$ cat src/rtl/centroid_pkg.sv
// ---------------------------------------------------------------------------
// centroid_pkg
// Shared constants for the centroid post-processing controller:
//   DEF_SUM_S_WIDTH   - default width of the pixel-count sum S (divisor)
//   DEF_SUM_XY_WIDTH  - default width of the SX / SY sums (dividends)
//   DEF_FRAC_BITS     - default fractional bits of each centroid coordinate
//   state_t           - sequencer state encoding, also exported on oSTATE
// ---------------------------------------------------------------------------
package centroid_pkg;

  localparam int DEF_SUM_S_WIDTH  = 20;
  localparam int DEF_SUM_XY_WIDTH = 28;
  localparam int DEF_FRAC_BITS    = 4;

  typedef enum logic [2:0] {
    ST_IDLE  = 3'd0,
    ST_DIV_X = 3'd1,
    ST_DIV_Y = 3'd2,
    ST_OUT   = 3'd3
  } state_t;

endpackage

$ cat src/rtl/centroid_div_sched_serial_udiv.sv
// ---------------------------------------------------------------------------
// serial_udiv
// Serial restoring unsigned divider, one quotient bit per clock, MSB first.
// Q_W iterations are run; the dividend is expected to be Q_W bits wide
// (DVD_W == Q_W).
//   CCLK       clock
//   RST_N      asynchronous active-low reset (iteration counter only)
//   iSTART     load cycle: capture dividend/divisor, clear remainder
//   iDIVIDEND  DVD_W-bit unsigned dividend
//   iDIVISOR   DVS_W-bit unsigned divisor (zero-extended internally)
//   oDONE      high during the final iteration cycle
//   oQUOT      full quotient, valid while oDONE is high
// ---------------------------------------------------------------------------
module serial_udiv #(
  parameter int DVD_W = 32,
  parameter int DVS_W = 20,
  parameter int Q_W   = DVD_W
) (
  input  logic             CCLK,
  input  logic             RST_N,
  input  logic             iSTART,
  input  logic [DVD_W-1:0] iDIVIDEND,
  input  logic [DVS_W-1:0] iDIVISOR,
  output logic             oDONE,
  output logic [Q_W-1:0]   oQUOT
);

  localparam int CW = $clog2(Q_W + 1);

  logic [CW-1:0]    cnt;
  logic [DVS_W:0]   rem;
  logic [DVD_W-1:0] dvd;
  logic [DVS_W-1:0] dvs;
  logic [Q_W-2:0]   quo;

  logic [DVS_W+1:0]        shifted;
  logic signed [DVS_W+1:0] diff;
  logic                    qbit;
  logic [Q_W-1:0]          quo_nxt;

  // Trial subtraction; the remainder is always below the divisor, so one
  // extra bit above the shifted remainder is enough to carry the sign.
  assign shifted = {rem, dvd[DVD_W-1]};
  assign diff    = signed'(shifted) - signed'({2'b00, dvs});
  assign qbit    = ~diff[DVS_W+1];
  assign quo_nxt = {quo, qbit};

  assign oDONE = (cnt == CW'(1));
  assign oQUOT = quo_nxt;

  always_ff @(posedge CCLK or negedge RST_N) begin
    if (!RST_N) begin
      cnt <= '0;
    end else if (iSTART) begin
      cnt <= CW'(Q_W);
    end else if (cnt != '0) begin
      cnt <= cnt - CW'(1);
    end
  end

  always_ff @(posedge CCLK) begin
    if (iSTART) begin
      rem <= '0;
      dvd <= iDIVIDEND;
      dvs <= iDIVISOR;
      quo <= '0;
    end else if (cnt != '0) begin
      rem <= qbit ? diff[DVS_W:0] : shifted[DVS_W:0];
      dvd <= {dvd[DVD_W-2:0], 1'b0};
      quo <= quo_nxt[Q_W-2:0];
    end
  end

endmodule

$ cat src/rtl/centroid_div_sched.sv
// ---------------------------------------------------------------------------
// centroid_div_sched
// Captures S/SX/SY on a start trigger, runs X then Y through one shared
// serial divider computing floor((D << FRAC_BITS) / S), saturates, and
// presents the centroid with a valid/ready handshake.
//   CCLK, RST_N        clock, asynchronous active-low reset
//   iSTART_TRIG        capture request, sampled only in IDLE
//   iSUM_S/SX/SY       accumulator sums
//   oBUSY              high from capture until the result is accepted
//   oVALID, iREADY     result handshake
//   oCX, oCY           unsigned fixed-point centroid (ADDR_WIDTH.FRAC_BITS)
//   oNO_TARGET         S was zero
//   oOVF               either quotient saturated
//   oSTATE             debug state (IDLE=0, DIV_X=1, DIV_Y=2, OUT=3)
// Build option: define CENTROID_DIV_ROUND_EN to round half up (one extra
// divider iteration per coordinate) instead of truncating.
// ---------------------------------------------------------------------------
module centroid_div_sched
  import centroid_pkg::*;
#(
  parameter int ADDR_WIDTH   = 11,
  parameter int FRAC_BITS    = DEF_FRAC_BITS,
  parameter int SUM_S_WIDTH  = DEF_SUM_S_WIDTH,
  parameter int SUM_XY_WIDTH = DEF_SUM_XY_WIDTH,
  localparam int OW          = ADDR_WIDTH + FRAC_BITS
) (
  input  logic                    CCLK,
  input  logic                    RST_N,
  input  logic                    iSTART_TRIG,
  input  logic [SUM_S_WIDTH-1:0]  iSUM_S,
  input  logic [SUM_XY_WIDTH-1:0] iSUM_SX,
  input  logic [SUM_XY_WIDTH-1:0] iSUM_SY,
  output logic                    oBUSY,
  output logic                    oVALID,
  input  logic                    iREADY,
  output logic [OW-1:0]           oCX,
  output logic [OW-1:0]           oCY,
  output logic                    oNO_TARGET,
  output logic                    oOVF,
  output logic [2:0]              oSTATE
);

`ifdef CENTROID_DIV_ROUND_EN
  localparam int RND = 1;
`else
  localparam int RND = 0;
`endif
  localparam int N  = SUM_XY_WIDTH + FRAC_BITS;
  localparam int QW = N + RND;

  state_t state, state_nxt;
  logic   first;
  logic [SUM_S_WIDTH-1:0]  s_q;
  logic [SUM_XY_WIDTH-1:0] sx_q, sy_q;

  logic          capture, enter_div, div_start, zero_out, lat_x, lat_y, accept;
  logic          div_done;
  logic [QW-1:0] div_quot, div_dvd;
  logic [OW:0]   qfix;

  // With rounding the divider produces one extra fraction bit; fold it in.
  function automatic logic [QW-1:0] round_q(input logic [QW-1:0] q);
`ifdef CENTROID_DIV_ROUND_EN
    return (q >> 1) + QW'(q[0]);
`else
    return q;
`endif
  endfunction

  // Returns {overflow, clamped value}.
  function automatic logic [OW:0] sat_q(input logic [QW-1:0] q);
    if (|q[QW-1:OW]) return {1'b1, {OW{1'b1}}};
    else             return {1'b0, q[OW-1:0]};
  endfunction

  assign div_dvd = {((state == ST_DIV_X) ? sx_q : sy_q), {(FRAC_BITS + RND){1'b0}}};
  assign qfix    = sat_q(round_q(div_quot));

  serial_udiv #(
    .DVD_W (QW),
    .DVS_W (SUM_S_WIDTH),
    .Q_W   (QW)
  ) u_div (
    .CCLK      (CCLK),
    .RST_N     (RST_N),
    .iSTART    (div_start),
    .iDIVIDEND (div_dvd),
    .iDIVISOR  (s_q),
    .oDONE     (div_done),
    .oQUOT     (div_quot)
  );

  // The first cycle in each DIV state is the divider load cycle; the zero
  // divisor check happens there, which puts oVALID two cycles after capture.
  always_comb begin
    state_nxt = state;
    capture   = 1'b0;
    enter_div = 1'b0;
    div_start = 1'b0;
    zero_out  = 1'b0;
    lat_x     = 1'b0;
    lat_y     = 1'b0;
    accept    = 1'b0;
    case (state)
      ST_IDLE: begin
        if (iSTART_TRIG) begin
          capture   = 1'b1;
          enter_div = 1'b1;
          state_nxt = ST_DIV_X;
        end
      end
      ST_DIV_X: begin
        if (first) begin
          if (s_q == '0) begin
            zero_out  = 1'b1;
            state_nxt = ST_OUT;
          end else begin
            div_start = 1'b1;
          end
        end else if (div_done) begin
          lat_x     = 1'b1;
          enter_div = 1'b1;
          state_nxt = ST_DIV_Y;
        end
      end
      ST_DIV_Y: begin
        if (first) begin
          div_start = 1'b1;
        end else if (div_done) begin
          lat_y     = 1'b1;
          state_nxt = ST_OUT;
        end
      end
      ST_OUT: begin
        if (oVALID && iREADY) begin
          accept    = 1'b1;
          state_nxt = ST_IDLE;
        end
      end
      default: state_nxt = ST_IDLE;
    endcase
  end

  always_ff @(posedge CCLK or negedge RST_N) begin
    if (!RST_N) begin
      state      <= ST_IDLE;
      first      <= 1'b0;
      s_q        <= '0;
      sx_q       <= '0;
      sy_q       <= '0;
      oCX        <= '0;
      oCY        <= '0;
      oNO_TARGET <= 1'b0;
      oOVF       <= 1'b0;
      oVALID     <= 1'b0;
      oBUSY      <= 1'b0;
    end else begin
      state <= state_nxt;
      first <= enter_div;
      if (capture) begin
        s_q        <= iSUM_S;
        sx_q       <= iSUM_SX;
        sy_q       <= iSUM_SY;
        oBUSY      <= 1'b1;
        oOVF       <= 1'b0;
        oNO_TARGET <= 1'b0;
      end
      if (zero_out) begin
        oCX        <= '0;
        oCY        <= '0;
        oNO_TARGET <= 1'b1;
        oVALID     <= 1'b1;
      end
      if (lat_x) begin
        oCX  <= qfix[OW-1:0];
        oOVF <= qfix[OW];
      end
      if (lat_y) begin
        oCY    <= qfix[OW-1:0];
        oOVF   <= oOVF | qfix[OW];
        oVALID <= 1'b1;
      end
      if (accept) begin
        oVALID <= 1'b0;
        oBUSY  <= 1'b0;
      end
    end
  end

  assign oSTATE = state;

endmodule

$ cat config.mk
export PLATFORM = sky130hd
export DESIGN_NAME = centroid_div_sched
export DESIGN_NICKNAME = d
export VERILOG_FILES = /design/src/rtl/centroid_pkg.sv /design/src/rtl/centroid_div_sched_serial_udiv.sv /design/src/rtl/centroid_div_sched.sv
export SDC_FILE = /design/constraint.sdc
export NUM_CORES = 1
export LEC_CHECK = 0
export CORE_MARGIN = 2
export CORE_UTILIZATION = 56
export DETAILED_ROUTE_END_ITERATION = 10
export PLACE_DENSITY_LB_ADDON = 0.08
export SLEW_MARGIN = 20
export SYNTH_ARGS = -nofsm -noshare
export SYNTH_HDL_FRONTEND = slang
export SYNTH_SLANG_ARGS = --single-unit
$ cat constraint.sdc
create_clock -name CCLK -period 3.67 [get_ports CCLK]
set_input_delay 0.734 -clock CCLK [delete_from_list [all_inputs] [get_ports CCLK]]
set_output_delay 0.734 -clock CCLK [all_outputs]
set_load 0.01 [all_outputs]
==> key figures <==
Outcome
  • Run status: completed

Timing
  • Min cycle time layout: 2.855 ns
  • Tightest Pin Transition: 1.034 ns
  • RSZ-0062 raised after global routing: false
  • Worst relative slew slack: 31.06%
  • Share of the cycle needed by the critical path after routing: between 70% and 80%
  • Number of failing setup endpoints in the final timing report: 0
  • Maximum clock frequency: 350.2 MHz
  • Max Transition Viols Final: 0
  • Number of hold-slack violations in the final timing report: 0
  • Skew final: between 0.01 and 0.015 ns
  • Sum of negative setup slack: 0 ns

Worst setup path
  • Arrival time of the worst setup path: roughly 3.3 ns
  • Biggest fanout along the worst timing path: 13
  • CP peak stage delay: about 0.56 ns
  • Critical path startpoint category: register
  • Sort of element at the end of the critical path: register
  • Crit. Startpoint: u_div.dvs[18]
  • Launch point of the worst reg-to-reg path: u_div.dvs[18]
  • Crit path required time: 4.07 ns
  • Cells along the critical path: inv_1 > ha_1 > a21o_1 > a211o_1 > a211oi_2 > nand3_1 > or4_1 > o311ai_0
  • Worst setup path class: reg2reg
  • Slowest stage cell on the critical path: sky130_fd_sc_hd__or4_1

Yosys
  • Most common library cells after synthesis: sky130_fd_sc_hd__nand2_1 (154), sky130_fd_sc_hd__dfrtp_1 (119), sky130_fd_sc_hd__mux2_2 (78), sky130_fd_sc_hd__a21oi_1 (65), sky130_fd_sc_hd__o21ai_0 (55)
  • Gate count of the mapped netlist: 946
  • Count of unique library cells instantiated by Yosys: 66
  • Number of nets produced by synthesis: roughly 1100
  • Post-synthesis instance area: ~10000 um2
  • Count of synthesis-stage warnings from yosys: 0
  • Most repeated cell in the gate-level netlist after synthesis: sky130_fd_sc_hd__nand2_1
  • Sequential area share after synthesis: 54.32%
  • FF+latch count, synth: around 220
  • Leading cell types by total area after synthesis: sky130_fd_sc_hd__dfrtp_1 (30%), sky130_fd_sc_hd__edfxtp_1 (14%), sky130_fd_sc_hd__dfxtp_1 (10%)
  • Cell taking the most area after synthesis: sky130_fd_sc_hd__dfrtp_1
  • Fraction of registers with async set/reset: a little over half
  • Post-synth EDFFs: 48
  • Most used flip-flop cell after synthesis: sky130_fd_sc_hd__dfrtp_1
  • Yosys top cell area share: between 20% and 30%
  • Mean instance size in the synthesized netlist: 10.63 um2

Global routing
  • Initial antenna violation count: 0
  • Pin count of the biggest net entering global routing: 80
  • Global-route usage over all layers: approximately a quarter
  • Via count of the first global-routing pass: 7192
  • Global-route wire length before repair: between 30000 and 40000 um
  • Global route total overflow: 0

Power
  • Static leakage: 5.164 nW
  • PwrDens: 939.7 nW/um2
  • Peak supply drop: roughly 0.59 mV

Floorplan
  • Initial Util: 57.72%
  • Core Region: ~17000 um2
  • Die width: 138.0 um
  • Die H: 138.0 um
  • I/O pin count: approximately 120
  • Area of the die: ~19000 um2
  • Std-Cell Rows: 48

Finish
  • Utilization of the core after routing: 70.01%
  • Synthesis-to-finish area growth: 21.30%
  • Share of layout cells above drive strength 1: 13.36%
  • Net total in the final layout: roughly 1200
  • Number of fill cells: around 1300

CTS
  • TritonCTS clock tree: done
  • Post-CTS repair timing setup buffer count: 0
  • Clock slew seen by the registers of the worst setup and hold paths: around 0.06 ns
  • Number of buffers created by CTS: 24
  • H-tree levels: 1
  • Root Buffer Master: sky130_fd_sc_hd__clkbuf_16
  • Hold buffer count at cts: 0
  • Post-CTS resize count: 0
  • # clock sinks: ~220
  • Latest clock arrival within the worst-skew pair: approximately 0.52 ns
  • Clock Tree Buf Depth: 3

Place
  • Buffers on Ports: ~120
  • DP HPWL: 14510 um
  • Final RePlAce weighted congestion: roughly 0.91

Drt
  • Mean routed wirelength per cell: ~17 um
  • Count of unresolved DRC violations after routing: 0
  • Via density per instance: 5.689
  • DRC marker count from the first detailed-route iteration: roughly 480
  • Routed wire length: around 22000 um
  • Antenna Violating Nets Remaining: 0
  • Iteration count of the initial detailed-routing pass: 5
  • DR vias: between 7000 and 8000

Run
  • Max capacitance violation total: 0

Hold path
  • Path type of the worst min-delay path: in2async
==> layout make-up <==
class,count,area [um2],area share (%)
clock inverters,10,113.9,0.9338
clock buffers,34,679.4,5.572
well taps,225,281.5,2.309
flip-flops and latches,219,5460,44.78
diodes,1,2.502,0.02052
multi-input cells,638,4245,34.82
repair buffers,131,1294,10.61
inverters,31,116.4,0.9543
==> registers in the layout, indices dropped and copies added (netlist names) <==
name / flops
sy_q: 28
oNO_TARGET: 1
u_div.quo: 31
oOVF: 1
oCY: 15
s_q: 20
oVALID: 1
u_div.dvs: 20
first: 1
u_div.cnt: 6
oCX: 15
u_div.dvd: 28
oSTATE: 2
sx_q: 28
u_div.rem: 21
oBUSY: 1
==> layer usage <==
metal | up-vias | part of all wire (%) | wire (um) | GRT usage, %
li1 | 3579 | - | - | -
met1 | 3537 | 44 | 9727 | 31.24
met2 | 186 | 48 | 10450 | 39.52
met3 | 31 | 5.9 | 1294 | 5.190
met4 | 0 | 2.1 | 460 | 5.839
met5 | - | 0 | 0 | 0
==> layout by cell type (no fill, tap or decap), types with 3 or more instances in the layout <==
cell and count:
sky130_fd_sc_hd__xnor2_1 6, sky130_fd_sc_hd__dfxtp_1 52, sky130_fd_sc_hd__and3_1 6, sky130_fd_sc_hd__a211oi_1 6
sky130_fd_sc_hd__ha_1 25, sky130_fd_sc_hd__buf_4 15, sky130_fd_sc_hd__mux2_2 78, sky130_fd_sc_hd__clkdlybuf4s50_1 114
sky130_fd_sc_hd__dfrtp_1 119, sky130_fd_sc_hd__or4_1 3, sky130_fd_sc_hd__clkbuf_1 7, sky130_fd_sc_hd__nor3_1 11
sky130_fd_sc_hd__clkinv_1 3, sky130_fd_sc_hd__o22ai_1 30, sky130_fd_sc_hd__nand2_1 152, sky130_fd_sc_hd__o21a_1 4
sky130_fd_sc_hd__o21bai_1 3, sky130_fd_sc_hd__nor2_1 39, sky130_fd_sc_hd__a211o_1 3, sky130_fd_sc_hd__edfxtp_1 48
sky130_fd_sc_hd__nor4_1 10, sky130_fd_sc_hd__o21ai_0 55, sky130_fd_sc_hd__o31ai_1 4, sky130_fd_sc_hd__nand3_1 13
sky130_fd_sc_hd__a31oi_1 9, sky130_fd_sc_hd__a21o_1 7, sky130_fd_sc_hd__clkbuf_16 25, sky130_fd_sc_hd__and2_1 3
sky130_fd_sc_hd__nand4_1 6, sky130_fd_sc_hd__or3_1 6, sky130_fd_sc_hd__xor2_1 9, sky130_fd_sc_hd__inv_1 30
sky130_fd_sc_hd__a21oi_1 65, sky130_fd_sc_hd__mux2i_1 39
==> worst max-delay path: cells and delay by family (launching register included) <==
| family | cells | cell delay [ns] |
|---|---|---|
| DFF | 1 | 0.32 |
| and+or+nand+nor | 2 | 1.00 |
| AOI/OAI and AO/OA | 4 | 0.99 |
| adders and majority gates | 1 | 0.39 |
| buffers and inverters | 1 | 0.04 |
==> logic make-up after synthesis <==
family	after synthesis	share of synthesized area [%]
AND/OR/NAND/NOR	265	11.64
other	1	0.03731
XOR/XNOR	15	1.307
multiplexers	117	12.62
buffers and inverters	89	3.585
AO/OA/AOI/OAI	213	13.06
adder cells (fa/ha/maj)	27	3.435
flip-flops	219	54.32
==> worst paths after layout <==
path                                 end  slack [ns]  depth (start not counted)
max                         u_div.rem[0]        0.81                          8
min                             sx_q[10]        0.18                          1
max reg2reg                 u_div.rem[0]        0.81                          8
min reg2reg                u_div.quo[28]        0.47                          2
max in group asynchronous   u_div.cnt[4]        2.66                          2
min in group CCLK          u_div.quo[28]        0.47                          2
==> stage by stage <==
step | instance area, um2 | worst slack, ns | power (W) | hold WS, ns | instances
after global placement | 11400 | 0.9612 | 0.008914 | 0.4483 | 1244
final | 12190 | 0.8146 | 0.01146 | 0.1799 | 1289
after floorplan | 10050 | 1.016 | 0.007703 | 0.4320 | 946
after detailed placement | 11400 | 0.8606 | 0.009066 | 0.4590 | 1244
after global routing | 12190 | 0.6001 | 0.01225 | 0.2099 | 1288
after CTS | 12190 | 0.8368 | 0.01151 | 0.1930 | 1288
==> where the power goes <==
part	internal [W]	total (W)	switching (W)
clock	0.00143	0.00238	0.000950
sequential	0.00371	0.00440	0.000694
combinational	0.00226	0.00467	0.00241
total	0.00741	0.0115	0.00405
Note: power is estimated with default switching activity, not from simulation.
